**src/rtl/pc_redirect_unit_pkg.sv**
```systemverilog
// Shared PC-select codes and redirect FSM state encoding for the PC redirect unit.
package pc_redirect_unit_pkg;

    localparam logic [2:0] JRJZ_NEXT = 3'b000;
    localparam logic [2:0] JRJZ_BR   = 3'b001;
    localparam logic [2:0] JRJZ_J    = 3'b010;
    localparam logic [2:0] JRJZ_JR   = 3'b100;

    typedef enum logic [1:0] {
        ST_IDLE     = 2'b00,
        ST_REDIRECT = 2'b01
    } redirectState_t;

    // Branch offset is in words: sign-extend and scale to bytes.
    function automatic logic [31:0] wordOffset(input logic [15:0] imm16);
        return {{14{imm16[15]}}, imm16, 2'b00};
    endfunction

endpackage

```
**src/rtl/pc_redirect_unit_if.sv**
```systemverilog
// ID-stage decode inputs and PC-select outputs of the redirect unit.
interface pc_redirect_unit_if #(
    parameter int unsigned CNT_W = 16
);
    logic             stall;
    logic             id_valid;
    logic             id_is_beq;
    logic             id_is_bne;
    logic             id_is_j;
    logic             id_is_jr;
    logic [31:0]      id_pc_plus4;
    logic [15:0]      id_imm16;
    logic [25:0]      id_index26;
    logic [31:0]      id_rs_data;
    logic [31:0]      id_rt_data;
    logic [2:0]       JRJZ;
    logic [31:0]      BranchAddr;
    logic [31:0]      JumpAddr;
    logic [31:0]      JrAddr;
    logic             flush_if;
    logic [CNT_W-1:0] redirect_cnt;

    modport master (
        input  stall, id_valid, id_is_beq, id_is_bne, id_is_j, id_is_jr,
               id_pc_plus4, id_imm16, id_index26, id_rs_data, id_rt_data,
        output JRJZ, BranchAddr, JumpAddr, JrAddr, flush_if, redirect_cnt
    );

    modport slave (
        output stall, id_valid, id_is_beq, id_is_bne, id_is_j, id_is_jr,
               id_pc_plus4, id_imm16, id_index26, id_rs_data, id_rt_data,
        input  JRJZ, BranchAddr, JumpAddr, JrAddr, flush_if, redirect_cnt
    );
endinterface

```
**src/rtl/pc_redirect_unit_pc_target_calc.sv**
```systemverilog
// Combinational target computation and taken/select resolution for ID-stage control flow.
module pc_target_calc
    import pc_redirect_unit_pkg::*;
(
    input  logic        isBeq,
    input  logic        isBne,
    input  logic        isJ,
    input  logic        isJr,
    input  logic [31:0] pcPlus4,
    input  logic [15:0] imm16,
    input  logic [25:0] index26,
    input  logic [31:0] rsData,
    input  logic [31:0] rtData,
    output logic [31:0] branchAddr,
    output logic [31:0] jumpAddr,
    output logic [31:0] jrAddr,
    output logic        taken,
    output logic [2:0]  code
);
    logic operandsEqual;

    assign operandsEqual = (rsData == rtData);
    assign branchAddr    = pcPlus4 + wordOffset(imm16);
    assign jumpAddr      = {pcPlus4[31:28], index26, 2'b00};
    assign jrAddr        = rsData;

    // Register jumps win over direct jumps, which win over conditional branches.
    always_comb begin
        taken = 1'b0;
        code  = JRJZ_NEXT;
        if (isJr) begin
            taken = 1'b1;
            code  = JRJZ_JR;
        end else if (isJ) begin
            taken = 1'b1;
            code  = JRJZ_J;
        end else if ((isBeq && operandsEqual) || (isBne && !operandsEqual)) begin
            taken = 1'b1;
            code  = JRJZ_BR;
        end
    end
endmodule

```
**src/rtl/pc_redirect_unit.sv**
```systemverilog
// Resolves ID-stage jumps/branches and holds the selected PC redirect until the IF stage consumes it.
module pc_redirect_unit
    import pc_redirect_unit_pkg::*;
#(
    parameter bit          FLUSH_EN = 1'b1,
    parameter int unsigned CNT_W    = 16
) (
    input  logic               clk,
    input  logic               reset,
    pc_redirect_unit_if.master bus
);
    redirectState_t   state;
    logic [2:0]       jrjzQ;
    logic [31:0]      branchAddrQ;
    logic [31:0]      jumpAddrQ;
    logic [31:0]      jrAddrQ;
    logic             flushQ;
    logic [CNT_W-1:0] cntQ;

    logic [31:0] branchAddr;
    logic [31:0] jumpAddr;
    logic [31:0] jrAddr;
    logic        taken;
    logic [2:0]  code;

    pc_target_calc targetCalc (
        .isBeq      (bus.id_is_beq),
        .isBne      (bus.id_is_bne),
        .isJ        (bus.id_is_j),
        .isJr       (bus.id_is_jr),
        .pcPlus4    (bus.id_pc_plus4),
        .imm16      (bus.id_imm16),
        .index26    (bus.id_index26),
        .rsData     (bus.id_rs_data),
        .rtData     (bus.id_rt_data),
        .branchAddr (branchAddr),
        .jumpAddr   (jumpAddr),
        .jrAddr     (jrAddr),
        .taken      (taken),
        .code       (code)
    );

    always_ff @(posedge clk or posedge reset) begin
        if (reset) begin
            state       <= ST_IDLE;
            jrjzQ       <= JRJZ_NEXT;
            branchAddrQ <= '0;
            jumpAddrQ   <= '0;
            jrAddrQ     <= '0;
            flushQ      <= 1'b0;
            cntQ        <= '0;
        end else begin
            case (state)
                ST_IDLE: begin
                    jrjzQ  <= JRJZ_NEXT;
                    flushQ <= 1'b0;
                    if (bus.id_valid && !bus.stall && taken) begin
                        state  <= ST_REDIRECT;
                        jrjzQ  <= code;
                        flushQ <= FLUSH_EN;
                        // Only the chosen target is captured; the other two keep their last value.
                        case (code)
                            JRJZ_JR: jrAddrQ     <= jrAddr;
                            JRJZ_J:  jumpAddrQ   <= jumpAddr;
                            default: branchAddrQ <= branchAddr;
                        endcase
                    end
                end
                ST_REDIRECT: begin
                    if (!bus.stall) begin
                        state  <= ST_IDLE;
                        jrjzQ  <= JRJZ_NEXT;
                        flushQ <= 1'b0;
                        if (cntQ != '1) begin
                            cntQ <= cntQ + CNT_W'(1);
                        end
                    end
                end
                default: begin
                    state  <= ST_IDLE;
                    jrjzQ  <= JRJZ_NEXT;
                    flushQ <= 1'b0;
                end
            endcase
        end
    end

    assign bus.JRJZ         = jrjzQ;
    assign bus.BranchAddr   = branchAddrQ;
    assign bus.JumpAddr     = jumpAddrQ;
    assign bus.JrAddr       = jrAddrQ;
    assign bus.flush_if     = flushQ;
    assign bus.redirect_cnt = cntQ;
endmodule

```
**src/flat_wrapper.sv**
```systemverilog
// flat-port wrapper written by rule: the top's interface ports become plain ports
module pc_redirect_unit_flat import pc_redirect_unit_pkg::*;
#(
    parameter bit          FLUSH_EN = 1'b1,
    parameter int unsigned CNT_W    = 16
)
  (clk, reset, bus_stall, bus_id_valid, bus_id_is_beq, bus_id_is_bne, bus_id_is_j, bus_id_is_jr, bus_id_pc_plus4, bus_id_imm16, bus_id_index26, bus_id_rs_data, bus_id_rt_data, bus_JRJZ, bus_BranchAddr, bus_JumpAddr, bus_JrAddr, bus_flush_if, bus_redirect_cnt);
  pc_redirect_unit_if #(.CNT_W(CNT_W)) bus_i ();
  input  logic clk;
  input  logic reset;
  input wire logic [$bits(bus_i.stall)-1:0] bus_stall;
  input wire logic [$bits(bus_i.id_valid)-1:0] bus_id_valid;
  input wire logic [$bits(bus_i.id_is_beq)-1:0] bus_id_is_beq;
  input wire logic [$bits(bus_i.id_is_bne)-1:0] bus_id_is_bne;
  input wire logic [$bits(bus_i.id_is_j)-1:0] bus_id_is_j;
  input wire logic [$bits(bus_i.id_is_jr)-1:0] bus_id_is_jr;
  input wire logic [$bits(bus_i.id_pc_plus4)-1:0] bus_id_pc_plus4;
  input wire logic [$bits(bus_i.id_imm16)-1:0] bus_id_imm16;
  input wire logic [$bits(bus_i.id_index26)-1:0] bus_id_index26;
  input wire logic [$bits(bus_i.id_rs_data)-1:0] bus_id_rs_data;
  input wire logic [$bits(bus_i.id_rt_data)-1:0] bus_id_rt_data;
  output wire logic [$bits(bus_i.JRJZ)-1:0] bus_JRJZ;
  output wire logic [$bits(bus_i.BranchAddr)-1:0] bus_BranchAddr;
  output wire logic [$bits(bus_i.JumpAddr)-1:0] bus_JumpAddr;
  output wire logic [$bits(bus_i.JrAddr)-1:0] bus_JrAddr;
  output wire logic [$bits(bus_i.flush_if)-1:0] bus_flush_if;
  output wire logic [$bits(bus_i.redirect_cnt)-1:0] bus_redirect_cnt;
  assign bus_i.stall = bus_stall;
  assign bus_i.id_valid = bus_id_valid;
  assign bus_i.id_is_beq = bus_id_is_beq;
  assign bus_i.id_is_bne = bus_id_is_bne;
  assign bus_i.id_is_j = bus_id_is_j;
  assign bus_i.id_is_jr = bus_id_is_jr;
  assign bus_i.id_pc_plus4 = bus_id_pc_plus4;
  assign bus_i.id_imm16 = bus_id_imm16;
  assign bus_i.id_index26 = bus_id_index26;
  assign bus_i.id_rs_data = bus_id_rs_data;
  assign bus_i.id_rt_data = bus_id_rt_data;
  assign bus_JRJZ = bus_i.JRJZ;
  assign bus_BranchAddr = bus_i.BranchAddr;
  assign bus_JumpAddr = bus_i.JumpAddr;
  assign bus_JrAddr = bus_i.JrAddr;
  assign bus_flush_if = bus_i.flush_if;
  assign bus_redirect_cnt = bus_i.redirect_cnt;
  pc_redirect_unit #(.FLUSH_EN(FLUSH_EN), .CNT_W(CNT_W)) u_core (.clk(clk), .reset(reset), .bus(bus_i));
endmodule
```
**config.mk**
```make
export PLATFORM = sky130hd
export DESIGN_NAME = pc_redirect_unit_flat
export DESIGN_NICKNAME = d
export VERILOG_FILES = /design/src/rtl/pc_redirect_unit_pkg.sv /design/src/rtl/pc_redirect_unit_if.sv /design/src/rtl/pc_redirect_unit_pc_target_calc.sv /design/src/rtl/pc_redirect_unit.sv /design/src/flat_wrapper.sv
export SDC_FILE = /design/constraint.sdc
export NUM_CORES = 1
export LEC_CHECK = 0
export ABC_AREA = 0
export BUFFER_PORTS_ARGS = -buffer_cell sky130_fd_sc_hd__buf_4
export CAP_MARGIN = 20
export CELL_PAD_IN_SITES_DETAIL_PLACEMENT = 1
export CELL_PAD_IN_SITES_GLOBAL_PLACEMENT = 1
export CORE_MARGIN = 2
export CORE_UTILIZATION = 36
export CTS_CLUSTER_SIZE = 16
export DETAILED_ROUTE_END_ITERATION = 10
export GPL_ROUTABILITY_DRIVEN = 0
export PLACE_DENSITY = 0.87
export SLEW_MARGIN = 20
export SYNTH_ARGS = -nofsm -noshare
export SYNTH_HDL_FRONTEND = slang
export SYNTH_HIERARCHICAL = 1
export SYNTH_SLANG_ARGS = --single-unit
```
**constraint.sdc**
```tcl
create_clock -name clk -period 5 [get_ports clk]
set_input_delay 1 -clock clk [delete_from_list [all_inputs] [get_ports clk]]
set_output_delay 1 -clock clk [all_outputs]
set_load 0.02 [all_outputs]
```
# Yosys cells after proc, flatten, opt, wreduce, memory -nomap -nowiden
# Cells that the tools add are included.
dict set report classes {
  add_sub_neg 2
  n_mul 0
  div 0
  magnitude_cmp 0
  eq_ne 7
  shifts 0
  mux 15
  bitwise 2
  n_reduce_logical 14
}
# op count
set op_table {}
lappend op_table {{$add A32 B32 Y32} 1}
lappend op_table {{$eq A32 B32 Y1} 1}
lappend op_table {{$add A16 B1 Y16 const B} 1}
lappend op_table {{$ne A16 B16 Y1 const B} 1}
lappend op_table {{$reduce_and A3 Y1} 4}
lappend op_table {{$mux W3} 3}
lappend op_table {{$mux W1} 6}
lappend op_table {{$mux W2} 3}
lappend op_table {{$pmux W3 S2} 1}
lappend op_table {{$logic_and A1 B1 Y1} 4}
lappend op_table {{$pmux W2 S2} 1}
lappend op_table {{$eq A3 B2 Y1 const B} 1}
lappend op_table {{$eq A3 B3 Y1 const B} 1}
lappend op_table {{$eq A2 B1 Y1 const B} 1}
lappend op_table {{$logic_not A1 Y1} 2}
lappend op_table {{$logic_not A2 Y1} 1}
lappend op_table {{$ne A2 B1 Y1 const B} 1}
lappend op_table {{$ne A2 B2 Y1 const B} 1}
lappend op_table {{$not A1 Y1} 2}
lappend op_table {{$pmux W1 S2} 1}
lappend op_table {{$reduce_and A2 Y1} 1}
lappend op_table {{$reduce_or A2 Y1} 1}
lappend op_table {{$logic_or A1 B1 Y1} 1}
dict set report word_totals {
  reg_bits 116
  latch_bits 0
  ram_bits 0
  rom_bits 0
  inputBits 146
  output_inout_bits 116
  wordCells 47
  mem_count 0
}

# Longest topological paths before layout
dict set report depth {
  ltp_word 11
  mapped_depth 11
  mapped_depth_nobuf 11
}

# By module
# Netlist, hierarchy kept.
# module instances cells_each area_per_inst_um2 seq_area_each_um2
set modules_own_cells {}
lappend modules_own_cells {pc_redirect_unit 1 297 4730.8 2927.8}
lappend modules_own_cells {pc_target_calc 1 351 2631.3 0.0}

# Worst setup path after synthesis
# Ideal clock, no wire load.
dict set report synth_timing {
  path_type {input to register}
  start {in bus_id_pc_plus4[2]}
  end {reg u_core.branchAddrQ[26] (netlist: u_core/bus.BranchAddr[26])}
  arrival_time_ps 3055
  required_ps 4875
  slack_ps 1821
  cell_stages 11
  path_buffers 0
  cell_sequence {ha_1 > inv_1 > fa_1 > nor2b_1 > o2111ai_1 > a311oi_1 > nor2_1 > o311ai_4 > a41oi_1 > xnor2_1 > mux2_2}
}
dict set report synth_via {
  elab_chain_cells 1
}
# item line_no
set synth_lines {}
lappend synth_lines {{from (decl)} flat_wrapper.sv:17} ;# input wire logic [$bits(bus_i.id_pc_plus4)-1:0] bus_id_pc_plus4;
lappend synth_lines {{$add A32 B32 Y32} pc_redirect_unit_pc_target_calc.sv:23} ;# assign branchAddr = pcPlus4 + wordOffset(imm16);
lappend synth_lines {{net u_core.branchAddr[26]} pc_redirect_unit.sv:20} ;# logic [31:0] branchAddr;
lappend synth_lines {{to (signal assigned)} pc_redirect_unit.sv:65} ;# default: branchAddrQ <= branchAddr;
lappend synth_lines {{to (decl)} pc_redirect_unit.sv:14} ;# logic [31:0] branchAddrQ;
# The timed path passes the listed nets, and every way through them passes these cells.
# A chain may end at the register's enable or synchronous reset.

# Worst setup path after layout
dict set report layout_timing {
  start {in bus_id_rt_data[22]}
  end {reg u_core.branchAddrQ[13] (netlist: u_core/bus.BranchAddr[13])}
}
dict set report layout_via {
  elab_chain_cells 11
  word_cells_on_any_way 17
  classes_between {3 x eq/ne; 6 x mux; 1 x bitwise; 7 x reduce/logical}
}
# item line_no
set layout_lines {}
lappend layout_lines {{from (decl)} flat_wrapper.sv:21} ;# input wire logic [$bits(bus_i.id_rt_data)-1:0] bus_id_rt_data;
lappend layout_lines {{$eq A32 B32 Y1 (*)} pc_redirect_unit_pc_target_calc.sv:22} ;# assign operandsEqual = (rsData == rtData);
lappend layout_lines {{$logic_not A1 Y1} pc_redirect_unit_pc_target_calc.sv:37} ;# end else if ((isBeq && operandsEqual) || (isBne && !operandsEqual)) begin
lappend layout_lines {{$logic_and A1 B1 Y1} pc_redirect_unit_pc_target_calc.sv:37}
lappend layout_lines {{$logic_or A1 B1 Y1 (*)} pc_redirect_unit_pc_target_calc.sv:37}
lappend layout_lines {{$mux W1 (*)} pc_redirect_unit_pc_target_calc.sv:37}
lappend layout_lines {{$mux W2 (*)} pc_redirect_unit_pc_target_calc.sv:34} ;# end else if (isJ) begin
lappend layout_lines {{$mux W3 (*)} pc_redirect_unit_pc_target_calc.sv:31} ;# if (isJr) begin
lappend layout_lines {{net u_core.code[0]} pc_redirect_unit.sv:24} ;# logic [2:0] code;
lappend layout_lines {{$eq A3 B2 Y1 or $eq A3 B3 Y1 (tied branches)} pc_redirect_unit.sv:62} ;# case (code)
lappend layout_lines {{$reduce_or A2 Y1 (no line) (*)} -}
lappend layout_lines {{$not A1 Y1 (no line) (*)} -}
lappend layout_lines {{$reduce_and A3 Y1 (no line) (*)} -}
# Mark *: on every way through the listed nets, which the timed path passes. The rest lies on a longest branch.

==> results.rst <==
.. list-table::
   :header-rows: 1

   * - Metric
     - Value
   * - Outcome
     - finished, final reports clean
   * - Power density cells
     - 435.4 nW/um^2
   * - Count of TritonRoute iterations in the first routing pass
     - 6
   * - Final cycle utilization of the critical path
     - 73.61%
   * - Clock share of power
     - 28.3%
   * - Hold Path Stages
     - 1
   * - Sort of element at the start of the critical path
     - input port
   * - Static leakage
     - 4.608 nW
   * - Simple-gate share of the synthesized area
     - 9.007%
   * - Hold Fails Final Rpt
     - 0
   * - Sequential cell fraction of total power
     - 33.7%
   * - Adder-Cell Fraction of Synth Area
     - 5.370%
   * - Most used flip-flop cell after synthesis
     - sky130_fd_sc_hd__dfrtp_1
   * - Setup slack after placement
     - 0.8496 ns
   * - Total Wirelength
     - 20.52 mm
   * - Vias post-DR
     - 5641
   * - # hold bufs at CTS
     - 0
   * - Worst endpoint required time
     - 5.29 ns
   * - GR Overflow Total
     - 0
   * - Area taken by flip-flops and latches
     - 2928 um^2
   * - Number of global-route vias before repair
     - 6002
   * - Gate power share
     - 38.1%
   * - Origin of the worst setup path
     - bus_id_rt_data[22]
   * - Area of the multi-input gates
     - 3722 um^2
   * - Post-Route Hold Slack
     - 0.4904 ns
   * - Fin nets
     - 1018
   * - Clock tree buffer depth
     - 2
   * - Launching point of the worst reg2reg path
     - u_core/state[0]
   * - Internal power component
     - 2.704 mW
   * - Hpwl dp
     - 16.08 mm
   * - Cell area after synthesis
     - 7362 um^2
   * - Max VDD drop
     - 212.4 uV
   * - Headroom to the max-slew limit
     - 30.08%
   * - Total die area
     - 21610 um^2
   * - Number of CTS-inserted buffers
     - 17
   * - Setup violations, final
     - 0
   * - Number of setup buffers added after CTS
     - 0
   * - EDFF count, synth
     - 0
   * - Worst hold path type
     - register to register
   * - Portion of synthesized cell area occupied by the leading cell type
     - 39.77%
   * - Fraction of power spent switching nets
     - 35.43%
   * - Clock tree from TritonCTS
     - yes
   * - Wire length of the first global-routing pass
     - 32.26 mm
   * - # resized after CTS
     - 0
   * - Share of the yosys chip area belonging to registers
     - 39.77%
   * - Worst-case clock skew
     - 0.007840 ns
   * - Maximum clock frequency
     - 0.2717 GHz
   * - Yosys warnings
     - 6
   * - P_sw
     - 1.483 mW
   * - Cell taking the most area after synthesis
     - sky130_fd_sc_hd__dfrtp_1
   * - Clock period minus worst slack
     - 3.680 ns
   * - Remaining number of nets flagged by the antenna check after routing
     - 0
   * - Diodes inserted
     - 0
   * - Count of clock tree sinks
     - 117
   * - Xor/xnor cell area share of the yosys netlist
     - 8.328%
   * - Crit-path max FO
     - 25
   * - Combinational family with the most area after synthesis
     - multiplexers
   * - Worst hold start
     - u_core/bus.JrAddr[31]
   * - Max-cap violations
     - 0
   * - DR iter-0 viols
     - 149
   * - Post-synth ARST share
     - 100.0%
   * - Floorplan core area
     - 20170 um^2
   * - Average vias per placed instance
     - 5.019
   * - Fill cell total of the finished layout
     - 2218
   * - Avg WL per Cell
     - 18.26 um
   * - Clock network latency to the later pin of the worst-skew pair
     - 0.41 ns
   * - Number of synthesized register bits
     - 117
   * - Top area cells in the synthesized netlist
     - sky130_fd_sc_hd__dfrtp_1 40%, sky130_fd_sc_hd__mux2_2 9.6%, sky130_fd_sc_hd__buf_4 6.8%
   * - RSZ-0062 raised after global routing
     - false
   * - Root buf cell
     - sky130_fd_sc_hd__clkbuf_16
   * - All-layer global routing usage
     - 18.94%
   * - Starting utilization of the core area
     - 36.50%
   * - Post-route DRC
     - 0
   * - Unique masters post-synth
     - 68
   * - Least setup slack across all paths after layout
     - 1.320 ns
   * - Share of synthesized area spent on multiplexers
     - 16.64%
   * - Top-level I/O count
     - 262
   * - Synthesis-to-layout area growth
     - 30.63%
   * - Horizontal extent of the die
     - 147.0 um
   * - Fin. max-slew vios
     - 0
   * - Total of buffers placed on input and output ports
     - 261
   * - Worst-margin pin slew
     - 1.041 ns
   * - Max H-tree Level
     - 4
   * - Post-CTS clock slew at the launch and capture registers of the worst setup and hold paths
     - 0.06 ns
   * - Arr. time, crit path
     - 3.97 ns
   * - Post-synthesis instance total
     - 648
   * - Layout cell share with drive strength beyond 1
     - 48.71%
   * - Final sum of negative setup slack
     - 0 ns
   * - Number of core rows
     - 52
   * - Critical path class
     - input port to register
   * - Kind of end point of the critical path
     - register
   * - Number of antenna violations at the first check in global routing
     - 0
   * - Y dimension of the die
     - 147.0 um
   * - Complex-gate fraction of the synthesized area
     - 10.96%
   * - Maximum number of pins on one net before global-route repair
     - 68
   * - Avg Cell Area, Syn
     - 11.36 um^2
   * - Length in cells of the worst reg-to-reg path
     - 5
cell type report:
type                       count  share of cell area (%)
clock inverter                15                   1.522
sequential                   117                   30.44
clock buffer                  17                   4.424
inverter                      14                  0.5725
tap                          270                   3.513
multi-input combinational    426                   38.71
timing repair buffer         265                   20.82
cell usage after synthesis, types with 9 or more instances:
library cell	count
sky130_fd_sc_hd__nor2_1	20
sky130_fd_sc_hd__o21ai_0	10
sky130_fd_sc_hd__dfrtp_1	117
sky130_fd_sc_hd__nand4_1	16
sky130_fd_sc_hd__buf_4	67
sky130_fd_sc_hd__nand3_1	13
sky130_fd_sc_hd__a21oi_1	26
sky130_fd_sc_hd__xnor2_1	28
sky130_fd_sc_hd__nand2_1	26
sky130_fd_sc_hd__mux2_2	63
sky130_fd_sc_hd__xor2_1	42
sky130_fd_sc_hd__mux2_4	30
sky130_fd_sc_hd__buf_6	9
sky130_fd_sc_hd__a21o_1	16
sky130_fd_sc_hd__inv_1	14
sky130_fd_sc_hd__ha_1	30
flip-flops by register name, summed over array words and instances (netlist names):
register,count
u_core/bus.JRJZ,3
u_core/state,1
u_core/bus.JrAddr,32
u_core/bus.flush_if,1
u_core/bus.JumpAddr,32
u_core/bus.BranchAddr,32
u_core/bus.redirect_cnt,16
cell usage in the layout, fill, tap and decap left out, drive strengths merged, types with 14 or more instances in the layout:
cell / count
buf: 265
dfrtp: 117
mux2: 97
xor2: 42
ha: 30
a21oi: 29
xnor2: 28
nand2: 28
nor2: 21
inv: 21
o21ai: 18
clkbuf: 17
a21o: 16
nand4: 16
nand3: 14
logic make-up (layout without fill, tap and decap cells):
logic type,Yosys count,count (layout)
buffers and inverters,106,311
DFF,117,117
other,1,2
and+or+nand+nor,120,120
muxes,99,99
xor gates and xnor gates,70,70
AOI/OAI and AO/OA,104,104
adders and majority gates,31,31
through the flow:
stage,instances,utilization [%],total power [mW],area [um^2]
2_1_floorplan,649,-,2.322,7366
3_3_place_gp,1092,44.84,2.976,9045
3_5_place_dp,1092,44.84,3.026,9045
4_1_cts,1124,47.68,4.240,9617
5_1_grt,1124,47.68,4.397,9617
6_report,1124,47.68,4.187,9617
power groups by stage:
stage                     combinational [mW]  sequential (mW)  clock, mW
final                                   1.59             1.41       1.18
after CTS                               1.61             1.41       1.22
after floorplan                        0.584             1.74          0
after global placement                  1.57             1.41          0
after detailed placement                1.60             1.42          0
after global routing                    1.69             1.45       1.26
layer usage:
layer / GRT usage (%) / share of wire [%]
met1: 21.89 / 41
met2: 33.94 / 51
met3: 3.975 / 4.6
met4: 8.173 / 3.5
met5: 0 / 0
worst max-delay path, stage by stage:
cell and delay (ns):
sky130_fd_sc_hd__buf_4 0.11, sky130_fd_sc_hd__xor2_1 0.15, sky130_fd_sc_hd__nor4_1 0.49, sky130_fd_sc_hd__nand4_1 0.23
sky130_fd_sc_hd__nor2_1 0.18, sky130_fd_sc_hd__mux2i_1 0.13, sky130_fd_sc_hd__nor3_1 0.81, sky130_fd_sc_hd__o21ai_4 0.23
sky130_fd_sc_hd__buf_4 0.31, sky130_fd_sc_hd__mux2_2 0.31
path summary, 6_finish.rpt:
kind,end,slack (ns)
setup / recovery,u_core/bus.BranchAddr[13],1.32
hold reg to reg,u_core/bus.JrAddr[31],0.49
hold / removal,u_core/bus.JrAddr[31],0.49
max in group asynchronous,u_core/bus.JRJZ[0],3.41
min in group asynchronous,u_core/bus.JrAddr[30],0.80
setup reg to reg,u_core/bus.JrAddr[29],2.88
(Power assumes the default switching activity.)
